$ cat src/rtl/robo_pkg.sv
// rtl/robo_pkg.sv - shared encodings for the maze-robot controller and map model
package robo_pkg;

   typedef enum logic [2:0] {
      ST_SENSE,
      ST_CMD,
      ST_WAIT,
      ST_REMOVE,
      ST_DONE
   } state_e;

   // Command vector bit order: {avancar, girar, remover}
   localparam logic [2:0] CMD_NONE    = 3'b000;
   localparam logic [2:0] CMD_AVANCAR = 3'b100;
   localparam logic [2:0] CMD_GIRAR   = 3'b010;
   localparam logic [2:0] CMD_REMOVER = 3'b001;

   typedef enum logic [1:0] {
      NORTH = 2'd0,
      WEST  = 2'd1,
      SOUTH = 2'd2,
      EAST  = 2'd3
   } orient_e;

endpackage

$ cat src/rtl/robo_ctrl.sv
// rtl/robo_ctrl.sv - left-hand wall-following controller; ROBO_STEP_COUNT_EN builds the step counter
import robo_pkg::*;

module robo_ctrl #(
   parameter int REMOVE_MAX = 15,
   parameter int STEP_W     = 16
) (
   input  logic              clock,
   input  logic              reset,
   input  logic              head_in,
   input  logic              left_in,
   input  logic              under_in,
   input  logic              barrier_in,
   output logic              avancar,
   output logic              girar,
   output logic              remover,
   output logic              done,
   output logic [STEP_W-1:0] steps
);

   localparam int              REM_W    = $clog2(REMOVE_MAX + 1);
   localparam logic [REM_W-1:0] REM_LAST = REM_W'(REMOVE_MAX);

   state_e           state_q, state_d;
   logic [2:0]       cmd_q, cmd_d;
   logic             done_q, done_d;
   logic             turned_left_q, turned_left_d;
   logic [1:0]       turn_cnt_q, turn_cnt_d;
   logic [REM_W-1:0] rem_cnt_q, rem_cnt_d;
`ifdef ROBO_STEP_COUNT_EN
   logic [STEP_W-1:0] steps_q, steps_d;
`endif

   always_comb begin
      state_d       = state_q;
      cmd_d         = CMD_NONE;
      done_d        = done_q;
      turned_left_d = turned_left_q;
      turn_cnt_d    = turn_cnt_q;
      rem_cnt_d     = rem_cnt_q;
`ifdef ROBO_STEP_COUNT_EN
      steps_d       = steps_q;
`endif
      case (state_q)
         ST_SENSE: begin
            if (under_in) begin
               state_d = ST_DONE;
               done_d  = 1'b1;
            end else if (!left_in && !turned_left_q) begin
               cmd_d         = CMD_GIRAR;
               turned_left_d = 1'b1;
               state_d       = ST_CMD;
            end else if (barrier_in) begin
               cmd_d     = CMD_REMOVER;
               rem_cnt_d = REM_W'(1);
               state_d   = ST_REMOVE;
            end else if (!head_in) begin
               cmd_d         = CMD_AVANCAR;
               turned_left_d = 1'b0;
               state_d       = ST_CMD;
`ifdef ROBO_STEP_COUNT_EN
               if (steps_q != '1) steps_d = steps_q + 1'b1;
`endif
            end else begin
               // Right turn = three left turns; two more queued in turn_cnt
               cmd_d         = CMD_GIRAR;
               turn_cnt_d    = 2'd2;
               turned_left_d = 1'b0;
               state_d       = ST_CMD;
            end
         end
         ST_CMD: state_d = ST_WAIT;
         ST_WAIT: begin
            if (turn_cnt_q != 2'd0) begin
               turn_cnt_d = turn_cnt_q - 2'd1;
               cmd_d      = CMD_GIRAR;
               state_d    = ST_CMD;
            end else begin
               state_d = ST_SENSE;
            end
         end
         ST_REMOVE: begin
            if (!barrier_in) begin
               rem_cnt_d = '0;
               state_d   = ST_WAIT;
            end else if (rem_cnt_q == REM_LAST) begin
               rem_cnt_d     = '0;
               cmd_d         = CMD_GIRAR;
               turn_cnt_d    = 2'd2;
               turned_left_d = 1'b0;
               state_d       = ST_CMD;
            end else begin
               rem_cnt_d = rem_cnt_q + 1'b1;
               cmd_d     = CMD_REMOVER;
            end
         end
         ST_DONE: state_d = ST_DONE;
         default: state_d = ST_SENSE;
      endcase
   end

   always_ff @(posedge clock) begin
      if (reset) begin
         state_q       <= ST_SENSE;
         cmd_q         <= CMD_NONE;
         done_q        <= 1'b0;
         turned_left_q <= 1'b0;
         turn_cnt_q    <= 2'd0;
         rem_cnt_q     <= '0;
`ifdef ROBO_STEP_COUNT_EN
         steps_q       <= '0;
`endif
      end else begin
         state_q       <= state_d;
         cmd_q         <= cmd_d;
         done_q        <= done_d;
         turned_left_q <= turned_left_d;
         turn_cnt_q    <= turn_cnt_d;
         rem_cnt_q     <= rem_cnt_d;
`ifdef ROBO_STEP_COUNT_EN
         steps_q       <= steps_d;
`endif
      end
   end

   assign avancar = cmd_q[2];
   assign girar   = cmd_q[1];
   assign remover = cmd_q[0];
   assign done    = done_q;
`ifdef ROBO_STEP_COUNT_EN
   assign steps   = steps_q;
`else
   assign steps   = '0;
`endif

endmodule

$ cat config.mk
export PLATFORM = sky130hd
export DESIGN_NAME = robo_ctrl
export DESIGN_NICKNAME = d
export VERILOG_FILES = /design/src/rtl/robo_pkg.sv /design/src/rtl/robo_ctrl.sv
export SDC_FILE = /design/constraint.sdc
export NUM_CORES = 1
export LEC_CHECK = 0
export CORE_ASPECT_RATIO = 1.2
export CORE_UTILIZATION = 35
export DETAILED_ROUTE_END_ITERATION = 8
export GPL_TIMING_DRIVEN = 0
export HOLD_SLACK_MARGIN = 0.06
export SYNTH_ARGS = -nofsm -noshare
export SYNTH_HDL_FRONTEND = slang
export SYNTH_SLANG_ARGS = --single-unit
$ cat constraint.sdc
create_clock -name clock -period 2.4 [get_ports clock]
set_input_delay 0.24 -clock clock [delete_from_list [all_inputs] [get_ports clock]]
set_output_delay 0.24 -clock clock [all_outputs]
set_load 0.1 [all_outputs]
# After elaboration in Yosys (flattened, before gate mapping)
# Cells that the tools add are included.
# op_classes
add_sub_neg	2
n_eq_ne	15
n_mux	35
n_reduce_logical	11
# op_table
cell	n
$mux W2	12
$mux W3	7
$mux W4	5
$ne A2 B2 Y1 const B	8
$pmux W3 S5	1
$pmux W3 S3	1
$pmux W4 S2	1
$reduce_and A8 Y1	1
$eq A3 B2 Y1 const B	2
$mux W1	6
$ne A3 B3 Y1 const B	2
$pmux W2 S3	1
$reduce_and A5 Y1	1
$add A4 B1 Y4 const B	1
$eq A4 B4 Y1 const B	1
$reduce_and A4 Y1	1
$reduce_bool A2 Y1	2
$eq A3 B1 Y1 const B	1
$eq A3 B3 Y1 const B	1
$logic_not A3 Y1	1
$reduce_bool A3 Y1	1
$logic_not A1 Y1	2
$pmux W1 S2	1
$reduce_and A2 Y1	1
other kinds (2)	2
# totals
register_bits	14
in_bits	6
output_inout_bits	20

# Longest topological paths before layout
# Gate-level depths: netlist (run 1).
# logic_depth
ltp_word	5
depth_mapped	6
depth_no_buf	6

# Worst setup path before layout (run 1)
# OpenSTA, ideal clock, no wires.
# synth_timing
path_type	register -> register
startpoint	reg rem_cnt_q[0]
endpoint	reg turn_cnt_q[1]
setup_time_ns	0.121
t_arrival_ns	1.548
required_ns	2.279
path_slack_ns	0.731
path_stages_with_launch	6
n_path_buf	0
synth_period_minus_slack_ns	1.669
path_cell_list	dfxtp_1 -> ha_1 -> and3_1 -> nor2_1 -> a2111oi_2 -> mux2_2
# synth_via
elab_chain_cells	3
# synth_lines
element	line	text
from (decl)	robo_ctrl.sv:29	logic [REM_W-1:0] rem_cnt_q, rem_cnt_d;
from (signal assigned)	robo_ctrl.sv:119	rem_cnt_q <= rem_cnt_d;
$eq A4 B4 Y1	robo_ctrl.sv:86	end else if (rem_cnt_q == REM_LAST) begin
$ne A2 B2 Y1 (no source line)	--	
$reduce_and A8 Y1 (no source line)	--	
to (signal assigned)	robo_ctrl.sv:118	turn_cnt_q <= turn_cnt_d;
to (decl)	robo_ctrl.sv:28	logic [1:0] turn_cnt_q, turn_cnt_d;
# No other way between the ends.
# A chain may end at the register's enable or synchronous reset.

# Worst setup path after layout (run 1)
# layout_timing
startpoint	reg done_q (netlist: done)
endpoint	out done
# layout_lines
element	line	text
from (decl)	robo_ctrl.sv:26	logic done_q, done_d;
from (signal assigned)	robo_ctrl.sv:116	done_q <= done_d;
to (decl)	robo_ctrl.sv:17	output logic done,
# No word-level cell between the ends.

==> run metrics, run 1 <==
worst flop-to-flop path endpoint turn_cnt_q[1]; hold path start barrier_in; Leak 0.4403 nW; RSZ-0062 raised after global routing false; vias in the first global route between 600 and 700; Die ar. roughly 2600 sq um; share of layout cells above drive strength 1 around a fifth; Synth cell types 35; Yosys reg bits 14; Async SR Flop Fraction 0%; Net count, final ~140; status completed; Final setup violation count 0; Clock Sinks 14; global placer's final weighted congestion just over 0.8; hold path depth 3; leading area contributor after synthesis dfxtp_1; CP peak stage delay between 1 and 1.5 ns; Setup TNS 0 ns; largest net degree at the start of global routing 11; worst path cell trace clkdlybuf4s50_1; Cells after DPL 156; IO buf count 8; CP required 2.16 ns; CTS tree built; vias ~740; hold endpoint cmd_q[0]; Worst Hold Class primary input to register; post-route antenna net violation count 0; crit path max fanout 2; most frequent cells in the layout buf_4, conb_1, dfxtp_1; Fillers between 200 and 250; delay-heaviest family, CP buffers and inverters; GRT Overall Usage approximately an eighth; P per Cell Area ~610 nW/um^2; initial antenna violation count 0; crit path time final between 1.5 and 2 ns; post-DP HPWL between 1 and 1.5 mm; clock skew approximately 0.0076 ns; Cells after Synth a little over 100; Post CTS Setup Buffer Count 0; most common cell after layout, fill and taps aside buf_4; Post-synth EDFFs 0; Max Cap Viol 0; Die Span Y 55.65 microns; htree depth 1; Cell Area, Synth roughly 840 sq um; Critical Path Start Type register; DRT Pass-1 Iters 4; Core ar. 2282 sq um; ranking of synthesized cells by area dfxtp_1, buf_4, nor2_1, a21oi_1, ha_1; top cell type's share of synthesized area about 33%; Overflow after GRT 0; final-report hold violation count 0; Slew @ Worst Pin 0.9572 ns; Initial Util 36.79%; Ports 26; Seq. cell area ~280 sq um; Max rail drop VDD ~300 uV; cts repair resizes 0; Final Max Slew Viols 0; vias per inst between 4 and 5; die width 46.71 microns; first-pass GRT wire length roughly 2.5 mm; Critical Path Sink Type output port; Finished Layout Cells roughly 160; Avg Inst Size Synth 8.231 sq um; Final Routed Wirelength 1.627 mm; FF-to-FF Start rem_cnt_q[0]; Worst-Skew Late Latency roughly 0.28 ns; Final Cycle Share between 80% and 90%; total chip power 0.6277 mW; Multi-input gate area around 450 sq um; Core Util, Final between 40 and 50%; DR iter-0 viols 14; top_reg_cell synth dfxtp_1; crit path from done; reg2reg setup slack 0.49 ns; yosys warns 0; DR WL/cell 10.23 microns; Fmax between 0.5 and 0.6 GHz; clk root buf clkbuf_4; diodes inserted 0; reg2reg path depth 5; hold buffers post-CTS 0; Area Growth Syn to Fin 23.55%; # rows 19; Setup CP Type register to output port; drc violations 0; CTS max path bufs 2; Clk pin slew, worst setup/hold paths about 0.080 ns; Worst EP arrival ~1.7 ns; slowest CP cell clkdlybuf4s50_1; CP bufs+invs 1; slew margin rel. between 30% and 40%; Seq/Total Area, Yosys about a third; cts bufs inserted 3
area by class of cell:
type | count | area share [%]
Buffer | 21 | 14.60
Inverter | 5 | 1.809
Sequential cell | 14 | 27.02
Multi-Input combinational cell | 77 | 42.94
Clock buffer | 3 | 2.171
Tap cell | 31 | 3.739
Timing Repair Buffer | 8 | 7.720
cell usage after synthesis (all sizes together) (2+ instances only):
library cell,n
buf,19
nor3,3
ha,2
nand2,2
inv,5
nand3,2
nor2,10
o211ai,2
nand2b,2
o21ai,5
nor4,2
clkbuf,2
nor2b,2
a22oi,2
dfxtp,14
nor3b,2
a21oi,7
or3,3
a31oi,2
through the flow:
step | instance area, sq um | setup WS [ns] | hold slack [ns]
after floorplan | 895.9 | 0.7313 | 0.3175
after global placement | 1015 | 0.4777 | 0.4603
after detailed placement | 1015 | 0.4705 | 0.4621
after CTS | 1037 | 0.4118 | 0.3747
after global routing | 1037 | 0.3713 | 0.3992
final | 1037 | 0.4285 | 0.4009
cells by family after synthesis:
family                     synth area share [%]
AOI/OAI and AO/OA                         18.03
adders and majority gates                 2.980
muxes                                     1.341
other                                    0.4467
and+or+nand+nor                           23.55
DFF                                       33.38
buffers and inverters                     20.27
report_power, final:
part / switching, mW / leakage, nW / total, mW / internal, mW
logic: 0.185 / 0.312 / 0.246 / 0.0607
clock network: 0.0746 / 0.0138 / 0.133 / 0.0582
registers: 0.00545 / 0.114 / 0.249 / 0.244
total: 0.265 / 0.440 / 0.628 / 0.363
sequential cells by signal (all words and copies together), names as in the netlist:
name           count
done               1
turn_cnt_q         2
cmd_q              3
turned_left_q      1
state_q            3
rem_cnt_q          4
worst max path at each step:
| stage | to | slack [ns] | cells past startpoint |
|---|---|---|---|
| floorplan | turn_cnt_q[1] | 0.73 | 5 |
| global placement | turn_cnt_q[1] | 0.48 | 5 |
| detailed placement | turn_cnt_q[1] | 0.47 | 5 |
| CTS | done | 0.41 | 1 |
| global route | done | 0.37 | 1 |
| finish | done | 0.43 | 1 |
routing by layer:
metal | vias up | track usage [%] | wire [microns]
li1 | 380 | - | -
met1 | 339 | 16.63 | 758
met2 | 21 | 20.24 | 764
met3 | 4 | 2.922 | 72
met4 | 0 | 7.347 | 31
met5 | - | 0 | 0
No activity file was read; power rests on OpenSTA's default activity.
==> run 2, diff against run 1 <==
- clock period: 2.4 -> 1.9 ns (I/O delays scaled with it)
==> run 2 against run 1 <==
Compared with the run above:
- via count down 0.94%
- power up 26%
- largest power group unchanged
- clock power up 24%
- clock skew down 0.0034 ns
- sequential share of layout area down 0.23 points
- highest routed layer unchanged
- largest cell class unchanged
==> run metrics, run 2 (synthesis results as in run 1) <==
reg2reg setup slack 0.1 ns (-0.39 ns); initial antenna violation count 0 (unchanged); Leak 0.4571 nW (+3.8%); Cells after DPL 156 (unchanged); CP required 2.07 ns (-0.09 ns); Area Growth Syn to Fin 24.59%; Final Cycle Share between 90 and 100%; worst path cell trace ha_1 > and3_2 > nor2_1 > a2111oi_4 > mux2_2; largest net degree at the start of global routing 11 (unchanged); Seq. cell area 280.3 sq um (unchanged); reg2reg path depth 5 (unchanged); Net count, final 138 (unchanged); DR WL/cell 10.23 microns (about the same); DRT Pass-1 Iters 4 (unchanged); Biggest register rem_cnt_q; status completed; clock network power share 20.9% (-0.3 points); clk root buf clkbuf_4; vias per inst 4.635 (-0.94%); FF-to-FF Start rem_cnt_q[0]; Final Routed Wirelength 1.626 mm (about the same); post-DP HPWL 1.216 mm (unchanged); CP peak stage delay 0.40 ns (-0.73 ns); Post CTS Setup Buffer Count 0 (unchanged); Critical Path Start Type register; Worst EP arrival 1.97 ns (+0.24 ns); Final setup violation count 0 (unchanged); Multi-input gate area 459.2 sq um (+3.1%); P per Cell Area 755.5 nW/um^2 (+25%); htree depth 1 (unchanged); Core ar. 2282 sq um (unchanged); Max Cap Viol 0 (unchanged); vias 737 (-0.94%); Finished Layout Cells 159 (unchanged); die width 46.71 microns (unchanged); DR iter-0 viols 12 (-2); most frequent cells in the layout buf_4, conb_1, dfxtp_1; worst flop-to-flop path endpoint turn_cnt_q[1]; final-report hold violation count 0 (unchanged); Die Span Y 55.65 microns (unchanged); CP bufs+invs 0 (-1); Initial Util 36.79% (unchanged); crit path max fanout 5 (+3); Setup CP Type register to register; Critical Path Sink Type register; global placer's final weighted congestion 0.8224 (unchanged); most common cell after layout, fill and taps aside buf_4; cts bufs inserted 3 (unchanged); # rows 19 (unchanged); Overflow after GRT 0 (unchanged); hold buffers post-CTS 0 (unchanged); hold path depth 3 (unchanged); Max rail drop VDD 377.8 uV (+25%); clock skew 0.004172 ns (-0.003429 ns); RSZ-0062 raised after global routing false; hold path start barrier_in; placed cell area 1015 sq um (unchanged); Pint 0.4560 mW (+26%); Seq pwr share 39.8% (about the same); vias in the first global route 606 (unchanged); Setup TNS 0 ns (unchanged); Worst Hold Class primary input to register; Sw Ratio 42.30% (+0.060 points); drc violations 0 (unchanged); Comb power frac 39.3% (about the same); Fmax around 0.56 GHz; fin area 1046 sq um (+0.84%); Final Max Slew Viols 0 (unchanged); Clock Sinks 14 (unchanged); IO buf count 8 (unchanged); post-route antenna net violation count 0 (unchanged); biggest regs rem_cnt_q (4), cmd_q (3), state_q (3); CTS tree built; Fillers 251 (+0.80%); Die ar. 2599 sq um (unchanged); slowest CP cell dfxtp_1; crit path time final 1.801 ns; delay-heaviest family, CP flip-flops; CTS max path bufs 2 (unchanged); first-pass GRT wire length 2.539 mm (unchanged); GRT Overall Usage 13.27% (unchanged); flip-flop count of the largest register after layout 4 (unchanged); diodes inserted 0 (unchanged); Slew @ Worst Pin 0.9476 ns (-0.009652 ns); Psw 0.3343 mW (+26%); hold endpoint cmd_q[0]; share of layout cells above drive strength 1 21.09% (+0.78 points); total chip power 0.7903 mW (+26%); Clk pin slew, worst setup/hold paths 0.08 ns (about the same); Ports 26 (unchanged); slew margin rel. 37.08% (+1.1 points); Worst-Skew Late Latency 0.28 ns (about the same)
## run 2: changes by cell type in the layout (fill, tap and decap cells not counted)
cell,change
a2111oi_2,-1
dlygate4sd2_1,+4
a2111oi_4,+1
and3_1,-1
and3_2,+1
clkdlybuf4s50_1,-4
## run 2: how the worst max path moves through the flow
| stage | depth (start not counted) | from | end | slack [ns] |
|---|---|---|---|---|
| final | 5 | rem_cnt_q[0] | turn_cnt_q[1] | 0.1 |
| after global placement | 5 | head_in | turn_cnt_q[1] | 0.03 |
| after global routing | 5 | rem_cnt_q[0] | turn_cnt_q[1] | 0.04 |
| after CTS | 5 | rem_cnt_q[0] | turn_cnt_q[1] | 0.03 |
| after detailed placement | 5 | head_in | turn_cnt_q[1] | 0.02 |
| after floorplan | 5 | rem_cnt_q[0] | turn_cnt_q[1] | 0.23 |
## run 2: power groups by stage
stage               logic [mW]  clock network [mW]  registers, mW
global placement         0.306                   0          0.321
detailed placement       0.308                   0          0.321
CTS                      0.306               0.174          0.314
global route             0.325               0.193          0.316
floorplan                0.241                   0          0.353
finish                   0.310               0.165          0.315
## run 2: worst register-to-register path, stage by stage, from the launching register on
cell	delay, ns
dfxtp_1	0.40
ha_1	0.21
and3_2	0.25
nor2_1	0.09
a2111oi_4	0.38
mux2_2	0.37
## run 2: metal layers
layer  up-vias  share of wire (%)  track usage (%)
met1       332                 46            16.63
met2        19                 48            20.24
met5         -                  0                0
met4         0                2.0            7.347
li1        382                  -                -
met3         4                4.4            2.922
## run 2: repair_timing
| item | 4_1_cts | 5_1_grt |
|---|---|---|
| resized for setup | 4 | 2 |
| pin swaps | 0 | 0 |
| setup endpoints to repair | 4 | 1 |
## run 2: final cells by class
type	count	share of cell area, %
inverter	5	1.794
timing repair buffer	8	7.177
clock buffer	3	2.153
sequential	14	26.79
tap	31	3.708
multi-input combinational	77	43.90
buffer	21	14.47
## run 2: per-stage QoR
stage / util [%] / setup slack, ns / hold slack [ns]
2_1_floorplan: - / 0.2313 / 0.2675
3_3_place_gp: 44.46 / 0.02771 / 0.4603
3_5_place_dp: 44.46 / 0.02048 / 0.4621
4_1_cts: 45.23 / 0.02517 / 0.3247
5_1_grt: 45.83 / 0.04158 / 0.3492
6_report: 45.83 / 0.09853 / 0.3476
